===== config.mk =====
export PLATFORM = sky130hd
export DESIGN_NAME = fpu_ieee754_divide
export DESIGN_NICKNAME = d
export VERILOG_FILES = /design/src/rtl/fpu_ieee754_divide.sv
export SDC_FILE = /design/constraint.sdc
export NUM_CORES = 1
export LEC_CHECK = 0
export CORE_MARGIN = 1
export CORE_UTILIZATION = 24
export DETAILED_ROUTE_END_ITERATION = 10
export SYNTH_ARGS = -nofsm -noshare
export SYNTH_HDL_FRONTEND = slang
export SYNTH_SLANG_ARGS = --single-unit

===== constraint.sdc =====
create_clock -name clk -period 52.8 [get_ports clk]
set_input_delay 10.56 -clock clk [delete_from_list [all_inputs] [get_ports clk]]
set_output_delay 10.56 -clock clk [all_outputs]
set_load 0.005 [all_outputs]

===== src/rtl/fpu_ieee754_divide.sv =====
//------------------------------------------------------------------------------
// fpu_ieee754_divide
//
// Sequential 80-bit extended-precision divider (operand_a / operand_b).
// Uses radix-2 restoring division and produces one quotient bit per clock.
// Operand format: [79] sign, [78:64] exponent (bias 16383), [63] explicit
// integer bit, [62:0] fraction.
//
// Ports:
//   clk              clock
//   reset            asynchronous, active-high; aborts any operation in flight
//   enable           start request, sampled only while idle
//   operand_a        dividend
//   operand_b        divisor
//   rounding_mode    00 nearest-even, 01 toward -inf, 10 toward +inf, 11 toward zero
//   result           quotient, held until the next completion
//   done             one-cycle completion pulse
//   flag_invalid     NaN operand, 0/0, inf/inf, denormal or unnormal operand
//   flag_div_by_zero finite nonzero divided by zero
//   flag_overflow    result exponent reached 7FFF
//   flag_underflow   result exponent <= 0 (flushed to signed zero)
//   flag_inexact     result was rounded
//
// Configuration macro:
//   FPU_DIV_EARLY_EXIT_EN  when defined, the divide loop stops as soon as the
//                          partial remainder is zero; the quotient is then
//                          left-aligned so results and flags are unchanged.
//------------------------------------------------------------------------------
`timescale 1ns/1ps

module fpu_ieee754_divide #(
    parameter int QBITS = 68
) (
    input  logic        clk,
    input  logic        reset,
    input  logic        enable,
    input  logic [79:0] operand_a,
    input  logic [79:0] operand_b,
    input  logic [1:0]  rounding_mode,
    output logic [79:0] result,
    output logic        done,
    output logic        flag_invalid,
    output logic        flag_div_by_zero,
    output logic        flag_overflow,
    output logic        flag_underflow,
    output logic        flag_inexact
);

    localparam logic [14:0] EXP_ALL1  = 15'h7FFF;
    localparam logic [63:0] MANT_INT  = 64'h8000_0000_0000_0000;
    localparam logic [63:0] MANT_QNAN = 64'hC000_0000_0000_0000;
    localparam logic [79:0] QNAN      = {1'b0, EXP_ALL1, MANT_QNAN};
    localparam int          CNT_W     = $clog2(QBITS);
    localparam logic [CNT_W-1:0] LAST_ITER = CNT_W'(QBITS - 1);

    typedef enum logic [2:0] {
        S_IDLE,
        S_UNPACK,
        S_DIVIDE,
        S_NORMALIZE,
        S_ROUND,
        S_PACK
    } state_t;

    state_t                state_reg;
    logic [79:0]           a_reg;
    logic [79:0]           b_reg;
    logic [1:0]            rmode_reg;
    logic                  sign_reg;
    logic signed [16:0]    exp_reg;
    logic [64:0]           rem_reg;
    logic [QBITS-1:0]      q_reg;
    logic [CNT_W-1:0]      count_reg;
    logic [63:0]           mant_reg;
    logic                  guard_reg;
    logic                  round_reg;
    logic                  sticky_reg;
    logic                  inexact_reg;

    //--------------------------------------------------------------------------
    // Operand classification (operands are latched at start)
    //--------------------------------------------------------------------------
    logic [14:0] exp_a, exp_b;
    logic [63:0] mant_a, mant_b;
    logic        a_nan, b_nan, a_inf, b_inf, a_zero, b_zero, a_unnorm, b_unnorm;
    logic        sign_q;
    logic signed [16:0] exp_diff;

    assign exp_a  = a_reg[78:64];
    assign exp_b  = b_reg[78:64];
    assign mant_a = a_reg[63:0];
    assign mant_b = b_reg[63:0];
    assign sign_q = a_reg[79] ^ b_reg[79];

    // Exponent 7FFF is infinity only with the bare integer bit; every other
    // mantissa (including all-zero pseudo-infinity) is treated as NaN.
    assign a_nan    = (exp_a == EXP_ALL1) && (mant_a != MANT_INT);
    assign b_nan    = (exp_b == EXP_ALL1) && (mant_b != MANT_INT);
    assign a_inf    = (exp_a == EXP_ALL1) && (mant_a == MANT_INT);
    assign b_inf    = (exp_b == EXP_ALL1) && (mant_b == MANT_INT);
    assign a_zero   = (mant_a == 64'd0);
    assign b_zero   = (mant_b == 64'd0);
    assign a_unnorm = (mant_a != 64'd0) && !mant_a[63];
    assign b_unnorm = (mant_b != 64'd0) && !mant_b[63];

    assign exp_diff = $signed({2'b00, exp_a}) - $signed({2'b00, exp_b}) + 17'sd16383;

    //--------------------------------------------------------------------------
    // One restoring-division step
    //--------------------------------------------------------------------------
    logic [64:0]      divisor_ext;
    logic             q_bit;
    logic [64:0]      rem_step;
    logic [64:0]      rem_shift;
    logic [QBITS-1:0] q_shift;
    logic [QBITS-1:0] q_div_next;
    logic             div_last;

    assign divisor_ext = {1'b0, mant_b};
    assign q_bit       = (rem_reg >= divisor_ext);
    assign rem_step    = q_bit ? (rem_reg - divisor_ext) : rem_reg;
    // rem_step < divisor < 2^64, so the bit shifted out is always zero.
    assign rem_shift   = rem_step << 1;
    assign q_shift     = {q_reg[QBITS-2:0], q_bit};

`ifdef FPU_DIV_EARLY_EXIT_EN
    logic [CNT_W-1:0] shift_left;
    logic             early_done;

    assign shift_left = LAST_ITER - count_reg;
    assign early_done = (rem_step == 65'd0);
    // Remaining quotient bits would all be zero: align as if the loop ran out.
    assign q_div_next = early_done ? (q_shift << shift_left) : q_shift;
    assign div_last   = early_done || (count_reg == LAST_ITER);
`else
    assign q_div_next = q_shift;
    assign div_last   = (count_reg == LAST_ITER);
`endif

    //--------------------------------------------------------------------------
    // Normalization: quotient lies in (0.5, 2)
    //--------------------------------------------------------------------------
    logic [QBITS-1:0]   q_norm;
    logic signed [16:0] exp_norm;
    logic               sticky_norm;

    assign q_norm      = q_reg[QBITS-1] ? q_reg : (q_reg << 1);
    assign exp_norm    = q_reg[QBITS-1] ? exp_reg : (exp_reg - 17'sd1);
    assign sticky_norm = (|q_norm[QBITS-67:0]) | (|rem_reg);

    //--------------------------------------------------------------------------
    // Rounding decision
    //--------------------------------------------------------------------------
    logic        any_lost;
    logic        round_up;
    logic [64:0] mant_inc;

    assign any_lost = guard_reg | round_reg | sticky_reg;
    assign mant_inc = {1'b0, mant_reg} + 65'd1;

    always_comb begin
        round_up = 1'b0;
        case (rmode_reg)
            2'b00:   round_up = guard_reg & (round_reg | sticky_reg | mant_reg[0]);
            2'b01:   round_up = sign_reg & any_lost;
            2'b10:   round_up = ~sign_reg & any_lost;
            default: round_up = 1'b0;
        endcase
    end

    //--------------------------------------------------------------------------
    // Control FSM with registered outputs
    //--------------------------------------------------------------------------
    always_ff @(posedge clk or posedge reset) begin
        if (reset) begin
            state_reg        <= S_IDLE;
            a_reg            <= '0;
            b_reg            <= '0;
            rmode_reg        <= '0;
            sign_reg         <= 1'b0;
            exp_reg          <= '0;
            rem_reg          <= '0;
            q_reg            <= '0;
            count_reg        <= '0;
            mant_reg         <= '0;
            guard_reg        <= 1'b0;
            round_reg        <= 1'b0;
            sticky_reg       <= 1'b0;
            inexact_reg      <= 1'b0;
            result           <= '0;
            done             <= 1'b0;
            flag_invalid     <= 1'b0;
            flag_div_by_zero <= 1'b0;
            flag_overflow    <= 1'b0;
            flag_underflow   <= 1'b0;
            flag_inexact     <= 1'b0;
        end else begin
            case (state_reg)
                S_IDLE: begin
                    done <= 1'b0;
                    if (enable) begin
                        a_reg            <= operand_a;
                        b_reg            <= operand_b;
                        rmode_reg        <= rounding_mode;
                        // Flags of the previous operation stay visible until here.
                        flag_invalid     <= 1'b0;
                        flag_div_by_zero <= 1'b0;
                        flag_overflow    <= 1'b0;
                        flag_underflow   <= 1'b0;
                        flag_inexact     <= 1'b0;
                        state_reg        <= S_UNPACK;
                    end
                end

                S_UNPACK: begin
                    sign_reg  <= sign_q;
                    exp_reg   <= exp_diff;
                    rem_reg   <= {1'b0, mant_a};
                    q_reg     <= '0;
                    count_reg <= '0;
                    state_reg <= S_IDLE;
                    if (a_nan || b_nan || a_unnorm || b_unnorm ||
                        (a_zero && b_zero) || (a_inf && b_inf)) begin
                        result       <= QNAN;
                        flag_invalid <= 1'b1;
                        done         <= 1'b1;
                    end else if (a_inf) begin
                        result <= {sign_q, EXP_ALL1, MANT_INT};
                        done   <= 1'b1;
                    end else if (b_zero) begin
                        result           <= {sign_q, EXP_ALL1, MANT_INT};
                        flag_div_by_zero <= 1'b1;
                        done             <= 1'b1;
                    end else if (a_zero || b_inf) begin
                        result <= {sign_q, 79'd0};
                        done   <= 1'b1;
                    end else begin
                        state_reg <= S_DIVIDE;
                    end
                end

                S_DIVIDE: begin
                    rem_reg   <= rem_shift;
                    q_reg     <= q_div_next;
                    count_reg <= count_reg + 1'b1;
                    if (div_last) begin
                        state_reg <= S_NORMALIZE;
                    end
                end

                S_NORMALIZE: begin
                    if (exp_norm >= 17'sd32767) begin
                        result        <= {sign_reg, EXP_ALL1, MANT_INT};
                        flag_overflow <= 1'b1;
                        flag_inexact  <= 1'b1;
                        done          <= 1'b1;
                        state_reg     <= S_IDLE;
                    end else if (exp_norm <= 17'sd0) begin
                        // No denormal output: flush to signed zero.
                        result         <= {sign_reg, 79'd0};
                        flag_underflow <= 1'b1;
                        flag_inexact   <= 1'b1;
                        done           <= 1'b1;
                        state_reg      <= S_IDLE;
                    end else begin
                        exp_reg    <= exp_norm;
                        mant_reg   <= q_norm[QBITS-1 -: 64];
                        guard_reg  <= q_norm[QBITS-65];
                        round_reg  <= q_norm[QBITS-66];
                        sticky_reg <= sticky_norm;
                        state_reg  <= S_ROUND;
                    end
                end

                S_ROUND: begin
                    inexact_reg <= any_lost;
                    if (round_up) begin
                        if (mant_inc[64]) begin
                            mant_reg <= MANT_INT;
                            exp_reg  <= exp_reg + 17'sd1;
                        end else begin
                            mant_reg <= mant_inc[63:0];
                        end
                    end
                    state_reg <= S_PACK;
                end

                S_PACK: begin
                    done         <= 1'b1;
                    flag_inexact <= inexact_reg;
                    if (exp_reg >= 17'sd32767) begin
                        // Rounding carried into the all-ones exponent.
                        result        <= {sign_reg, EXP_ALL1, MANT_INT};
                        flag_overflow <= 1'b1;
                    end else begin
                        result <= {sign_reg, exp_reg[14:0], mant_reg};
                    end
                    state_reg <= S_IDLE;
                end

                default: state_reg <= S_IDLE;
            endcase
        end
    end

endmodule


==> results of run 1 <==
## cells in the mapped netlist (14+ instances only)
cell type,count
nand2_1,614
dfrtp_1,477
o21ai_0,240
a21oi_1,174
clkbuf_1,162
nor2_1,162
a22o_1,150
inv_1,149
a31oi_1,103
ha_1,87
nor4_1,69
nand3_1,66
o22ai_1,60
mux2i_1,56
nor3_1,51
nand4_1,50
xnor2_1,47
and3_1,42
xor2_1,38
o21ai_1,34
a21o_1,27
nand2b_1,23
mux2_2,21
a211oi_1,20
o211ai_1,20
o21a_1,20
and2_1,16
buf_2,14
nor2b_1,14
## layer usage
layer | vias to the layer above | wire [microns]
met4 | 0 | 1796
li1 | 12040 | -
met5 | - | 0
met2 | 798 | 43190
met3 | 110 | 5858
met1 | 12370 | 44660
## per-stage QoR
stage / cell area [sq um] / std cells / util (%)
global placement: 31760 / 4834 / 27.66
finish: 33570 / 4933 / 29.24
floorplan: 27930 / 3245 / -
CTS: 33570 / 4933 / 29.24
global route: 33570 / 4933 / 29.24
detailed placement: 31760 / 4834 / 27.66
## power breakdown
group          total [mW]  switching [mW]  internal (mW)
Combinational      0.0228          0.0117         0.0111
Sequential          0.366               0          0.366
Clock               0.386           0.161          0.225
Total               0.774           0.172          0.602
## layout by cell type (no fill, tap or decap), types with 50 or more instances in the layout
master and count:
a21oi_1 174, nand4_1 50, nand2_1 612, a31oi_1 103, clkbuf_16 55, clkdlybuf4s50_1 250, dfrtp_1 476, mux2i_1 56
nor4_1 69, nand3_1 66, ha_1 87, a22o_1 150, inv_1 148, o21ai_0 240, nor3_1 51, o22ai_1 60
nor2_1 156
## layout make-up
type | instances | area share (%)
Clock buffer | 76 | 4.633
Clock inverter | 23 | 0.7678
Inverter | 149 | 1.688
Multi-Input combinational cell | 2412 | 43.49
Sequential cell | 477 | 35.57
Tap cell | 1512 | 5.635
Timing Repair Buffer | 284 | 8.214
## how the worst min path moves through the flow
stage | end | cells past startpoint | slack, ns
finish | result[79] | 2 | 0.49
global placement | count_reg[6] | 1 | 0.48
detailed placement | result[79] | 2 | 0.49
CTS | result[79] | 2 | 0.50
global route | result[33] | 1 | 0.52
floorplan | inexact_reg | 2 | 0.45
## worst max-delay path, cell delays in order
cell and delay (ns):
clkdlybuf4s50_1 0.52, nand2_1 0.14, nor2_4 0.60, buf_4 0.83, buf_4 0.90, o21ai_0 0.20
## cells by family (layout without fill, tap and decap cells)
| kind of cell | Yosys count | in the layout | synth area share [%] |
|---|---|---|---|
| simple gates | 1172 | 1172 | 19.26 |
| fa+ha+maj | 89 | 89 | 4.041 |
| buf+inv | 356 | 532 | 5.246 |
| mux | 77 | 77 | 2.854 |
| xor+xnor | 85 | 85 | 2.666 |
| compound gates | 989 | 989 | 23.19 |
| flops | 477 | 477 | 42.74 |
==> impl_metrics.yaml, run 1 <==
timing:
  hold_viol_final: 0
  holdWs_ns: 0.4881
  skew_ns: 0.03472
  period_share_pct: 25.56
  fin_crit_ns: 13.49
  finalSetupTns_ns: 0
  setup_viol: 0
  max_freq_ghz: 0.07411
  setup_slack_ns: 39.31
  rsz0062_at_grt: "no"
  slew_violations: 0
  tightest_slew_ns: 1.227
  slew_headroom_pct: 18.17
critical_path:
  crit_start: "enable"
  path_class: "in -> reg"
  r2r_slack_ns: 47.98
  reg2reg_to: "mant_reg[17]"
  endpoint: "b_reg[7]"
  start_kind: "primary input"
  reg2reg_from: "exp_reg[0]"
  cp.arrival_ns: 13.94
  endpoint_kind: "flip-flop"
  path_max_fanout: 121
  required_ns: 53.24
  reg2reg_depth: 12
cells_and_area:
  final_nets: 3633
  antennaDiodeCount: 0
  fill_cells: 12170
  regArea_sq_um: 11940
  multiInputGateArea_sq_um: 14600
  syn2layout_area_growth_pct: 20.21
  drive_gt1_share_pct: 5.320
yosys:
  synth-seq-area-share_pct: 42.74
  synthArstFlopShare_pct: 100.0
  yosys_warnings: 0
  synth_top_area_share_pct: 42.74
  ys_types: 85
  synth_seq_cells: 477
  synth_edf_count: 0
  yosysTopAreaCell: "dfrtp_1"
  synthTopCellsByArea: "dfrtp_1 43%, nand2_1 8.3%, a22o_1 4.7%"
  ys.flop_type: "dfrtp_1"
  syn_inst: 3245
  syn_area_sq_um: 27930
  avgSynthCellArea_sq_um: 8.606
  syn_nets: 3499
routing:
  drc: 0
  viasPerCell: 5.131
  drt_pre_antenna_iters: 5
  wl_per_cell_microns: 19.36
  vias: 25310
  detail-route-antenna-nets: 0
  drt_wl_total_microns: 95500
  drt_iter0_drc: 2202
clock_tree:
  postCtsSetupBuffers: 0
  cts_buffer_depth: 3
  cts.clk_slew.worst_paths_ns: 0.06
  worst_skew_pair.late_latency_ns: 0.63
  root_buffer: "clkbuf_16"
  ctsResizeCount: 0
  cts_buffers: 55
  clkSinkCount: 477
  cts_tree: "built"
  cts.hold.buffers_added: 0
  htree_levels: 2
die:
  core_sq_um: 114800
  die_w_microns: 343.1
  io_pins: 251
  die_area_sq_um: 117700
  die_h_microns: 343.1
  start_util_pct: 24.33
  rows: 124
global_route:
  use_met3_pct: 2.128
  grt_use_met1_pct: 23.16
  grt_busiest_layer: "met2"
  grt_remaining_overflow: 0
  grt_pass1_wl_microns: 147900
  antenna_found_initial: 0
  grt_max_degree: 122
  grt_pass1_vias: 24150
  grt_util_met2_pct: 24.98
  gr-usage-all-layers_pct: 15.94
flow_run:
  cap_violations: 0
outcome:
  outcome: "finished, final reports clean"
place:
  routabilityCongestion: 0.9176
  port_buffers: 250
  pre_cts_slack_ns: 38.66
  dp_hpwl_microns: 69590
pwr:
  cellPowerDensity_nw_per_um2: 23.06
  ir_worst_vdd_uv: 21.71
  p_leak_nw: 14.49
  finalPower_mw: 0.7740
min_path:
  holdCritPathClass: "reg -> reg"
  min_from: "result[79]"
No activity file was read; power rests on OpenSTA's default activity.
==> run 2, diff against run 1 <==
Clock period 52.8 ns to 12.93 ns, I/O delays scaled along.
==> impl_metrics.yaml, run 2 (synthesis gave the netlist of run 1 again) <==
timing:
  max_freq_ghz: 0.1858
  period_share_pct: 41.61
  slew_headroom_pct: 7.637
  skew_ns: 0.02573
  setup_viol: 0
  hold_viol_final: 0
  rsz0062_at_grt: "no"
  slew_violations: 0
  fin_crit_ns: 5.381
  finalSetupTns_ns: 0
  tightest_slew_ns: 1.385
clock_tree:
  root_buffer: "clkbuf_16"
  cts_buffer_depth: 3
  cts_tree: "built"
  cts.clk_slew.worst_paths_ns: 0.06
  htree_levels: 2
  ctsResizeCount: 0
  postCtsSetupBuffers: 0
  cts_buffers: 56
  clkSinkCount: 477
  worst_skew_pair.late_latency_ns: 0.64
  cts.hold.buffers_added: 0
routing:
  drt_pre_antenna_iters: 6
  wl_per_cell_microns: 19.24
  vias: 25430
  drc: 0
  drt_wl_total_microns: 94950
  drt_iter0_drc: 2324
  viasPerCell: 5.153
  detail-route-antenna-nets: 0
pwr:
  pwr-share-clk_pct: 51.4
  comb_power_share_pct: 2.7
  sw_frac_of_total_pct: 22.42
  pwr-share-seq_pct: 45.9
  p_leak_nw: 14.54
  p_int_mw: 2.525
  cellPowerDensity_nw_per_um2: 96.62
  ir_worst_vdd_uv: 87.28
  p_switching_mw: 0.7299
critical_path:
  crit_start: "enable"
  reg2reg_from: "b_reg[1]"
  required_ns: 13.39
  endpoint: "b_reg[4]"
  cp_top_family: "buffers and inverters"
  cp_num_buf_inv: 3
  reg2reg_depth: 13
  path_cells: "clkdlybuf4s50_1 -> nand2_1 -> nor2_4 -> buf_4 -> buf_4 -> o21ai_0"
  path_class: "in -> reg"
  critical_path.most_common_cell: "buf_4"
  reg2reg_to: "rem_reg[46]"
  slowest_delay_ns: 0.90
  crit_cells: 6
  r2r_slack_ns: 8.36
  slowest_stage: "buf_4"
  path_max_fanout: 118
  endpoint_kind: "flip-flop"
  start_kind: "primary input"
  cp.arrival_ns: 5.84
global_route:
  grt_remaining_overflow: 0
  grt_pass1_wl_microns: 146400
  grt_pass1_vias: 24010
  gr-usage-all-layers_pct: 15.75
  grt_max_degree: 161
  antenna_found_initial: 0
place:
  dp_hpwl_microns: 68620
  place_inst: 4829
  port_buffers: 250
  routabilityCongestion: 0.9154
die:
  core_sq_um: 114800
  io_pins: 251
  die_area_sq_um: 117700
  rows: 124
  die_w_microns: 343.1
  die_h_microns: 343.1
  start_util_pct: 24.33
cells_and_area:
  final_util_pct: 29.35
  layout_common_cells: "612 x nand2_1, 476 x dfrtp_1, 250 x clkdlybuf4s50_1"
  antennaDiodeCount: 0
  drive_gt1_share_pct: 5.463
  final_nets: 3629
  syn2layout_area_growth_pct: 20.64
  instances_no_fill: 4935
  layout_commonest_cell: "nand2_1"
  fill_cells: 12160
min_path:
  holdCritPathClass: "reg -> reg"
flow_run:
  cap_violations: 0
outcome:
  outcome: "finished, final reports clean"
-- run 2: cell count changes in the layout (fill, tap and decap cells not counted), sizes merged --
cell      before  now
inv          150  151
buf           34   29
clkinvlp       5    7
clkbuf        76   72
bufinv         4    7
clkinv        13   18
-- run 2: layer usage --
| layer | wire (microns) | GRT usage (%) | vias up |
|---|---|---|---|
| met2 | 42710 | 24.70 | 880 |
| met5 | 0 | 0 | - |
| met3 | 5830 | 1.989 | 134 |
| met4 | 2067 | 3.722 | 0 |
| met1 | 44330 | 22.83 | 12400 |
| li1 | - | - | 12020 |
-- run 2: cell type report --
type | count | area, sq um | share of cell area, %
Timing Repair Buffer | 279 | 2745 | 8.148
Clock inverter | 34 | 407.9 | 1.211
Sequential cell | 477 | 11940 | 35.44
Inverter | 149 | 563.0 | 1.671
Clock buffer | 72 | 1541 | 4.575
Tap cell | 1512 | 1892 | 5.615
Multi-Input combinational cell | 2412 | 14600 | 43.34
-- run 2: tightest hold or removal path, delay by kind of cell (launching register included) --
family / cells / cell delay [ns]
flip-flops: 1 / 0.34
AO/OA/AOI/OAI: 1 / 0.06
AND/OR/NAND/NOR: 1 / 0.05
-- run 2: power by group through the flow --
stage,Combinational [mW],Clock [mW],Sequential [mW]
after floorplan,0.0224,0,1.52
after global placement,0.0947,0,1.52
after detailed placement,0.0928,0,1.52
after CTS,0.0933,1.72,1.49
after global routing,0.0984,1.77,1.49
final,0.0888,1.67,1.49
-- run 2: how the worst min path moves through the flow --
stage                 startpoint           end  slack [ns]  depth (start not counted)
finish                result[79]    result[79]        0.49                          2
global route          result[50]    result[50]        0.52                          1
CTS                 count_reg[6]  count_reg[6]        0.49                          1
detailed placement    result[79]    result[79]        0.48                          2
global placement    count_reg[6]  count_reg[6]        0.47                          1
floorplan            inexact_reg   inexact_reg        0.45                          2
-- run 2: stage by stage --
stage | worst slack (ns) | cell area, sq um | hold slack [ns] | power (mW)
floorplan | 3.881 | 27930 | 0.4505 | 1.544
global placement | 7.047 | 31740 | 0.4728 | 1.615
detailed placement | 6.894 | 31740 | 0.4838 | 1.613
CTS | 7.558 | 33690 | 0.4934 | 3.302
global route | 7.222 | 33690 | 0.5218 | 3.359
finish | 7.549 | 33690 | 0.4894 | 3.255
